`config.mk`:
```
export PLATFORM = sky130hd
export DESIGN_NAME = roulette_round_ctrl
export DESIGN_NICKNAME = d
export VERILOG_FILES = /design/src/rtl/roulette_round_ctrl.sv
export SDC_FILE = /design/constraint.sdc
export NUM_CORES = 1
export LEC_CHECK = 0
export CAP_MARGIN = 25
export CORE_ASPECT_RATIO = 1.5
export CORE_MARGIN = 8
export CORE_UTILIZATION = 49
export CTS_BUF_LIST = sky130_fd_sc_hd__clkbuf_8
export CTS_CLUSTER_SIZE = 12
export DETAILED_ROUTE_END_ITERATION = 10
export PLACE_DENSITY = 0.87
export SYNTH_ARGS = -nofsm -noshare
export SYNTH_HDL_FRONTEND = slang
export SYNTH_SLANG_ARGS = --single-unit
```
`constraint.sdc`:
```
create_clock -name Clock -period 2 [get_ports Clock]
set_input_delay 0.4 -clock Clock [delete_from_list [all_inputs] [get_ports Clock]]
set_output_delay 0.4 -clock Clock [all_outputs]
set_load 0.01 [all_outputs]
```
`src/rtl/roulette_round_ctrl.sv`:
```
`timescale 1ns/1ps
// ---------------------------------------------------------------------------
// roulette_round_ctrl
// Round sequencer for the roulette game datapath. A falling edge on the
// start key latches the bet, runs a fixed spin window, samples the
// free-running random number and judges the round against the bet. Owns the
// player balance and the round / game status flags.
//
// Ports
//   Clock         system clock
//   reset_n       asynchronous active-low reset
//   start_n       start key, active-low, already synchronised to Clock
//   new_game      1-cycle pulse: reload balance, clear flags, back to IDLE
//   mode          0 = even/odd bet, 1 = exact-number bet (latched at start)
//   player_guess  mode 0: bit0=1 even / bit0=0 odd; mode 1: number 0..31
//   rand_num      free-running random number
//   balance       current player balance
//   drawn         number drawn in the last round
//   round_win     last judged round was won (held until next round starts)
//   round_lose    last judged round was lost (held until next round starts)
//   game_won      high in WON
//   game_lost     high in LOST
//   busy          high in SPIN and JUDGE
// ---------------------------------------------------------------------------
module roulette_round_ctrl #(
   parameter  int unsigned BAL_W       = 5,
   parameter  int unsigned START_BAL   = 10,
   parameter  int unsigned WIN_BAL     = 20,
   parameter  int unsigned EO_PAY      = 2,
   parameter  int unsigned EXACT_PAY   = 8,
   parameter  int unsigned LOSE_COST   = 1,
   parameter  int unsigned SPIN_CYCLES = 8,
   localparam int unsigned NUM_W       = 5
) (
   input  logic             Clock,
   input  logic             reset_n,
   input  logic             start_n,
   input  logic             new_game,
   input  logic             mode,
   input  logic [NUM_W-1:0] player_guess,
   input  logic [NUM_W-1:0] rand_num,
   output logic [BAL_W-1:0] balance,
   output logic [NUM_W-1:0] drawn,
   output logic             round_win,
   output logic             round_lose,
   output logic             game_won,
   output logic             game_lost,
   output logic             busy
);

   localparam int unsigned CNT_W = (SPIN_CYCLES > 1) ? $clog2(SPIN_CYCLES) : 1;
   localparam int unsigned SUM_W = BAL_W + 1;

   typedef enum logic [2:0] {
      ST_IDLE  = 3'd0,
      ST_SPIN  = 3'd1,
      ST_JUDGE = 3'd2,
      ST_WON   = 3'd3,
      ST_LOST  = 3'd4
   } state_e;

   state_e             state_q,   state_d;
   logic [CNT_W-1:0]   cnt_q,     cnt_d;
   logic               start_q;
   logic [NUM_W-1:0]   guess_q,   guess_d;
   logic               mode_q,    mode_d;
   logic [BAL_W-1:0]   balance_q, balance_d;
   logic [NUM_W-1:0]   drawn_q,   drawn_d;
   logic               win_q,     win_d;
   logic               lose_q,    lose_d;
   logic               won_q,     won_d;
   logic               lost_q,    lost_d;
   logic               busy_q,    busy_d;

   logic               start_fall_c;
   logic               win_c;
   logic [SUM_W-1:0]   pay_c;
   logic [SUM_W-1:0]   sum_c;
   logic [BAL_W-1:0]   new_bal_c;
   state_e             judge_next_c;

   // Start key falling edge; the previous level is sampled every cycle.
   assign start_fall_c = start_q & ~start_n;

   // Round judgement, only consumed in JUDGE.
   // An even/odd bet wins when the drawn parity matches the guessed one
   // (guess bit0=1 means even, i.e. drawn bit0 must be 0).
   always_comb begin
      win_c        = mode_q ? (drawn_q == guess_q) : (drawn_q[0] == ~guess_q[0]);
      pay_c        = mode_q ? SUM_W'(EXACT_PAY) : SUM_W'(EO_PAY);
      sum_c        = {1'b0, balance_q} + pay_c;
      new_bal_c    = balance_q;
      judge_next_c = ST_IDLE;
      if (win_c) begin
         // Sum is one bit wider than the balance so the saturation test sees the carry.
         new_bal_c = sum_c[BAL_W] ? {BAL_W{1'b1}} : sum_c[BAL_W-1:0];
      end else begin
         new_bal_c = (balance_q > BAL_W'(LOSE_COST)) ? (balance_q - BAL_W'(LOSE_COST))
                                                    : '0;
      end
      if ({1'b0, new_bal_c} >= SUM_W'(WIN_BAL)) begin
         judge_next_c = ST_WON;
      end else if (new_bal_c == '0) begin
         judge_next_c = ST_LOST;
      end
   end

   // Next-state and register-input logic; new_game overrides every state.
   always_comb begin
      state_d   = state_q;
      cnt_d     = cnt_q;
      guess_d   = guess_q;
      mode_d    = mode_q;
      balance_d = balance_q;
      drawn_d   = drawn_q;
      win_d     = win_q;
      lose_d    = lose_q;

      if (new_game) begin
         // A start fall in the same cycle is dropped; drawn is kept.
         state_d   = ST_IDLE;
         cnt_d     = '0;
         balance_d = BAL_W'(START_BAL);
         win_d     = 1'b0;
         lose_d    = 1'b0;
      end else begin
         case (state_q)
            ST_IDLE: begin
               if (start_fall_c) begin
                  guess_d = player_guess;
                  mode_d  = mode;
                  win_d   = 1'b0;
                  lose_d  = 1'b0;
                  cnt_d   = '0;
                  state_d = ST_SPIN;
               end
            end
            ST_SPIN: begin
               cnt_d = cnt_q + CNT_W'(1);
               if (cnt_q == CNT_W'(SPIN_CYCLES - 1)) begin
                  drawn_d = rand_num;
                  state_d = ST_JUDGE;
               end
            end
            ST_JUDGE: begin
               balance_d = new_bal_c;
               win_d     = win_c;
               lose_d    = ~win_c;
               state_d   = judge_next_c;
            end
            ST_WON, ST_LOST: begin
               // Terminal: balance frozen, start key ignored.
            end
            default: begin
               state_d = ST_IDLE;
            end
         endcase
      end

      // Status outputs are registered from the next state so they align with it.
      won_d  = (state_d == ST_WON);
      lost_d = (state_d == ST_LOST);
      busy_d = (state_d == ST_SPIN) || (state_d == ST_JUDGE);
   end

   // State and datapath registers.
   always_ff @(posedge Clock or negedge reset_n) begin
      if (!reset_n) begin
         state_q   <= ST_IDLE;
         cnt_q     <= '0;
         start_q   <= 1'b1;
         guess_q   <= '0;
         mode_q    <= 1'b0;
         balance_q <= BAL_W'(START_BAL);
         drawn_q   <= '0;
         win_q     <= 1'b0;
         lose_q    <= 1'b0;
         won_q     <= 1'b0;
         lost_q    <= 1'b0;
         busy_q    <= 1'b0;
      end else begin
         state_q   <= state_d;
         cnt_q     <= cnt_d;
         start_q   <= start_n;
         guess_q   <= guess_d;
         mode_q    <= mode_d;
         balance_q <= balance_d;
         drawn_q   <= drawn_d;
         win_q     <= win_d;
         lose_q    <= lose_d;
         won_q     <= won_d;
         lost_q    <= lost_d;
         busy_q    <= busy_d;
      end
   end

   assign balance    = balance_q;
   assign drawn      = drawn_q;
   assign round_win  = win_q;
   assign round_lose = lose_q;
   assign game_won   = won_q;
   assign game_lost  = lost_q;
   assign busy       = busy_q;

endmodule
```
==> report_table.html <==
<table>
<tr><th>Metric</th><th>Value</th></tr>
<tr><th colspan="2">Run status</th></tr>
<tr><td>Run status</td><td>complete, but fails checks</td></tr>
<tr><td>Violated checks</td><td>negative setup slack</td></tr>
<tr><th colspan="2">CTS</th></tr>
<tr><td>CTS Hold Buffers Added</td><td>0</td></tr>
<tr><td>Number of buffers created by CTS</td><td>3</td></tr>
<tr><td>Clk sinks</td><td>28</td></tr>
<tr><td>Buffer depth of the longest clock path</td><td>2</td></tr>
<tr><td>Clock transition at the registers of the reported paths</td><td>0.10 ns</td></tr>
<tr><td>Clock tree from TritonCTS</td><td>yes</td></tr>
<tr><td>Number of H-tree levels</td><td>1</td></tr>
<tr><td>Clock root buffer master</td><td>sky130_fd_sc_hd__clkbuf_8</td></tr>
<tr><td>Skew-Pair Late Insertion Delay</td><td>0.28 ns</td></tr>
<tr><th colspan="2">Die</th></tr>
<tr><td>Die Span Y</td><td>86.8 um</td></tr>
<tr><td>Starting utilization of the core area</td><td>51.4%</td></tr>
<tr><td>Number of top-level design ports</td><td>30</td></tr>
<tr><td>Area inside the core boundary</td><td>0.00319 mm^2</td></tr>
<tr><td>Die width</td><td>63.2 um</td></tr>
<tr><td>Area of the die</td><td>0.00549 mm^2</td></tr>
<tr><td>Std-Cell Rows</td><td>25</td></tr>
<tr><th colspan="2">Synth</th></tr>
<tr><td>Sequential share of the synthesized area</td><td>43.0%</td></tr>
<tr><td>Mean area per synthesized cell</td><td>10.4 um^2</td></tr>
<tr><td>Number of synthesized flops with an enable pin</td><td>0</td></tr>
<tr><td>Share of synthesized cell area in full adder, half adder and majority cells</td><td>5.34%</td></tr>
<tr><td>Synth Area in Compound Gates</td><td>13.7%</td></tr>
<tr><td>Proportion of register bits with asynchronous set or reset after synthesis</td><td>100%</td></tr>
<tr><td>Number of library cell types mapped by synthesis</td><td>48</td></tr>
<tr><td>Net count after synthesis</td><td>180</td></tr>
<tr><td>Number of instances in the synthesized netlist</td><td>158</td></tr>
<tr><td>Proportion of synthesized area in mux cells</td><td>10.1%</td></tr>
<tr><td>Cell area after synthesis</td><td>0.00164 mm^2</td></tr>
<tr><td>Share of the synthesized netlist area taken by xor and xnor gates</td><td>4.27%</td></tr>
<tr><td>Flip-flop and latch count after synthesis</td><td>28</td></tr>
<tr><td>Area share of and/or/nand/nor cells after synthesis</td><td>19.5%</td></tr>
<tr><td>Yosys warning total</td><td>0</td></tr>
<tr><td>Primary flip-flop cell chosen by synthesis mapping</td><td>sky130_fd_sc_hd__dfrtp_1</td></tr>
<tr><td>Dominant combinational cell family by area after synthesis</td><td>simple AND/OR/NAND/NOR gates</td></tr>
<tr><th colspan="2">Worst setup path</th></tr>
<tr><td>Critical path launch point type</td><td>flop</td></tr>
<tr><td>Setup slack of the most critical reg-to-reg path</td><td>-0.006 ns</td></tr>
<tr><td>Startpoint-to-endpoint class of the critical path</td><td>flop to flop</td></tr>
<tr><td>Arrival @ worst endpoint</td><td>2.18 ns</td></tr>
<tr><td>Data required time at the worst endpoint</td><td>2.17 ns</td></tr>
<tr><td>Maximum net fanout on the critical path</td><td>3</td></tr>
<tr><td>Kind of end point of the critical path</td><td>flop</td></tr>
<tr><th colspan="2">Detailed routing</th></tr>
<tr><td>Routed wire length</td><td>4.00 mm</td></tr>
<tr><td>Antenna-violating nets left</td><td>0</td></tr>
<tr><td>Starting DRT DRC Count</td><td>85</td></tr>
<tr><td>Detail-routed net length per standard cell</td><td>16.9 um</td></tr>
<tr><td>Via total after detailed routing</td><td>1363</td></tr>
<tr><td>DRC errors left</td><td>0</td></tr>
<tr><td>Number of iterations in the first detailed-routing pass</td><td>4</td></tr>
<tr><td>Detailed-route vias per instance</td><td>5.78</td></tr>
<tr><th colspan="2">Global route</th></tr>
<tr><td>Antenna violations before repair</td><td>0</td></tr>
<tr><td>Vias in the first global route</td><td>1446</td></tr>
<tr><td>Global-route wire length before repair</td><td>6.73 mm</td></tr>
<tr><td>Largest net degree at the start of global routing</td><td>29</td></tr>
<tr><td>Overall global routing resource usage</td><td>15.3%</td></tr>
<tr><td>Remaining global-route overflow</td><td>0</td></tr>
<tr><th colspan="2">Placed design</th></tr>
<tr><td>Post-DP Area</td><td>0.00205 mm^2</td></tr>
<tr><td>Post-Place Cells</td><td>231</td></tr>
<tr><td>Worst setup slack after placement</td><td>0.00389 ns</td></tr>
<tr><td>Count of buffers inserted at the top-level ports</td><td>29</td></tr>
<tr><td>Final estimated routing congestion in global placement</td><td>0.871</td></tr>
<tr><td>Post-detailed-placement half-perimeter wirelength</td><td>3.10 mm</td></tr>
<tr><th colspan="2">Finish</th></tr>
<tr><td>Proportion of layout cells with a drive suffix above 1</td><td>24.5%</td></tr>
<tr><td>Top library cells by usage in the layout, fill and taps aside</td><td>29 x sky130_fd_sc_hd__clkdlybuf4s50_1, 25 x sky130_fd_sc_hd__dfrtp_1, 18 x sky130_fd_sc_hd__nor2_1, 13 x sky130_fd_sc_hd__buf_4, 12 x sky130_fd_sc_hd__mux2_2</td></tr>
<tr><td>Storage cell area</td><td>704 um^2</td></tr>
<tr><td>Layout overhead on the synthesized area</td><td>30.5%</td></tr>
<tr><td>Non-filler instance count after layout</td><td>236</td></tr>
<tr><td>Area of all placed cells without fillers</td><td>0.00214 mm^2</td></tr>
<tr><td>Most frequent standard cell in the layout excluding fill and tap cells</td><td>sky130_fd_sc_hd__clkdlybuf4s50_1</td></tr>
<tr><td>Layout filler cell count</td><td>265</td></tr>
<tr><td>Area occupied by multi-input gates</td><td>922 um^2</td></tr>
<tr><td>Core utilization of the finished layout</td><td>67.0%</td></tr>
<tr><td>Count of nets after finishing</td><td>219</td></tr>
<tr><td>Final antenna diode count</td><td>0</td></tr>
<tr><th colspan="2">Timing</th></tr>
<tr><td>Worst slew margin relative to its limit</td><td>72.7%</td></tr>
<tr><td>Final setup skew</td><td>0.00471 ns</td></tr>
<tr><td>Final Critical Period</td><td>2.01 ns</td></tr>
<tr><td>Worst-Margin Slew</td><td>0.409 ns</td></tr>
<tr><td>Max frequency</td><td>499 MHz</td></tr>
<tr><td>Final worst path period share</td><td>100%</td></tr>
<tr><td>Count of endpoints failing hold in the final timing report</td><td>0</td></tr>
<tr><td>Final setup fails</td><td>2</td></tr>
<tr><td>Final number of max-transition violations</td><td>0</td></tr>
<tr><td>Worst path setup slack after routing</td><td>-0.00562 ns</td></tr>
<tr><td>Unrepaired setup endpoints after global routing</td><td>true</td></tr>
<tr><th colspan="2">Power</th></tr>
<tr><td>Switching power of the nets</td><td>0.353 mW</td></tr>
<tr><td>Leakage power figure</td><td>0.929 nW</td></tr>
<tr><td>Combinational fraction of design power</td><td>24.0%</td></tr>
<tr><td>Maximum VDD drop</td><td>0.740 mV</td></tr>
<tr><td>Portion of total power attributed to the clock network</td><td>27.9%</td></tr>
<tr><td>Power per cell area</td><td>605 mW/mm^2</td></tr>
<tr><td>Sw Share</td><td>27.3%</td></tr>
<tr><td>Fraction of power consumed by sequential logic</td><td>48.1%</td></tr>
<tr><td>Internal portion of total power</td><td>0.941 mW</td></tr>
<tr><th colspan="2">Hold path</th></tr>
<tr><td>Min-Delay Path Class</td><td>primary input to asynchronous set/reset pin</td></tr>
<tr><th colspan="2">Flow run</th></tr>
<tr><td>Number of max-cap violations</td><td>0</td></tr>
</table>
kinds of logic after synthesis:
kind of cell,Yosys count
AO/OA/AOI/OAI,27
XOR/XNOR,8
adder cells (fa/ha/maj),7
buffers and inverters,13
flip-flops,28
multiplexers,15
AND/OR/NAND/NOR,60
path summary, 6_finish.rpt:
path,end,from,cells after the start
min,guess_q[4],reset_n,2
max reg2reg,game_won,balance[1],7
min in group Clock,cnt_q[1],cnt_q[1],1
min reg2reg,cnt_q[1],cnt_q[1],1
max in group asynchronous,balance[3],reset_n,2
max,game_won,balance[1],7
cells in the mapped netlist, drive strengths merged, types with 2 or more instances:
| master | count | area share, % |
|---|---|---|
| dfstp | 3 | 4.8 |
| nor4 | 3 | 1.1 |
| ha | 7 | 5.3 |
| o21ai | 5 | 1.5 |
| a311o | 2 | 1.2 |
| mux2i | 3 | 1.8 |
| mux2 | 12 | 8.2 |
| and3 | 2 | 0.76 |
| nand2 | 10 | 2.3 |
| buf | 7 | 2.7 |
| nor3 | 6 | 2.1 |
| nand3b | 2 | 0.92 |
| nor2b | 3 | 1.1 |
| dfrtp | 25 | 38 |
| a21oi | 4 | 1.2 |
| nor2 | 19 | 4.5 |
| a311oi | 2 | 1.5 |
| xnor2 | 5 | 2.7 |
| xor2 | 3 | 1.6 |
| inv | 5 | 1.1 |
| a22o | 3 | 1.6 |
| nand3 | 6 | 1.8 |
registers in the layout, summed over array words and instances, names as in the netlist:
signal      count
balance         5
busy            1
cnt_q           3
drawn           5
game_lost       1
game_won        1
guess_q         5
mode_q          1
round_lose      1
round_win       1
start_q         1
state_q         3
worst max-delay path, stage by stage, from the launching register on:
cell and delay (ns):
sky130_fd_sc_hd__dfstp_2 0.56, sky130_fd_sc_hd__ha_4 0.16, sky130_fd_sc_hd__ha_4 0.20, sky130_fd_sc_hd__or4_4 0.50, sky130_fd_sc_hd__o31a_1 0.14, sky130_fd_sc_hd__and3_1 0.18
sky130_fd_sc_hd__nand3_2 0.08, sky130_fd_sc_hd__nand3_1 0.07
final cells by class:
| class | count | area share [%] |
|---|---|---|
| multi-input combinational | 117 | 43.1 |
| clock buffer | 4 | 2.57 |
| tap | 40 | 2.34 |
| inverter | 5 | 0.878 |
| sequential | 28 | 32.9 |
| timing repair buffer | 42 | 18.1 |
metal layers:
metal  wire length [um]  share of wire, %  track usage [%]  vias to the layer above
li1                   -                 -                -                      648
met1               1450                36             15.1                      664
met2               2230                56             28.2                       43
met3                221               5.5             4.77                        8
met4                 88               2.2             7.54                        0
met5                  0                 0                0                        -
power by group through the flow:
stage / sequential, mW / clock (mW) / combinational, mW
2_1_floorplan: 0.631 / 0 / 0.190
3_3_place_gp: 0.631 / 0 / 0.282
3_5_place_dp: 0.635 / 0 / 0.294
4_1_cts: 0.623 / 0.364 / 0.295
5_1_grt: 0.627 / 0.380 / 0.340
6_report: 0.623 / 0.361 / 0.310
per-stage QoR:
| step | setup TNS (ns) | power [mW] | hold slack [ns] |
|---|---|---|---|
| after floorplan | 0 | 0.821 | 0.104 |
| after global placement | 0 | 0.913 | 0.489 |
| after detailed placement | 0 | 0.929 | 0.498 |
| after CTS | -0.00164 | 1.28 | 0.504 |
| after global routing | -0.220 | 1.35 | 0.526 |
| final | -0.00875 | 1.29 | 0.489 |
repair_timing:
action / CTS / global route
endpoints found under the setup margin: 1 / 6
pin swaps: 0 / 1
gates resized for setup: 0 / 6
buffers inserted: 0 / 1
(Power assumes the default switching activity.)
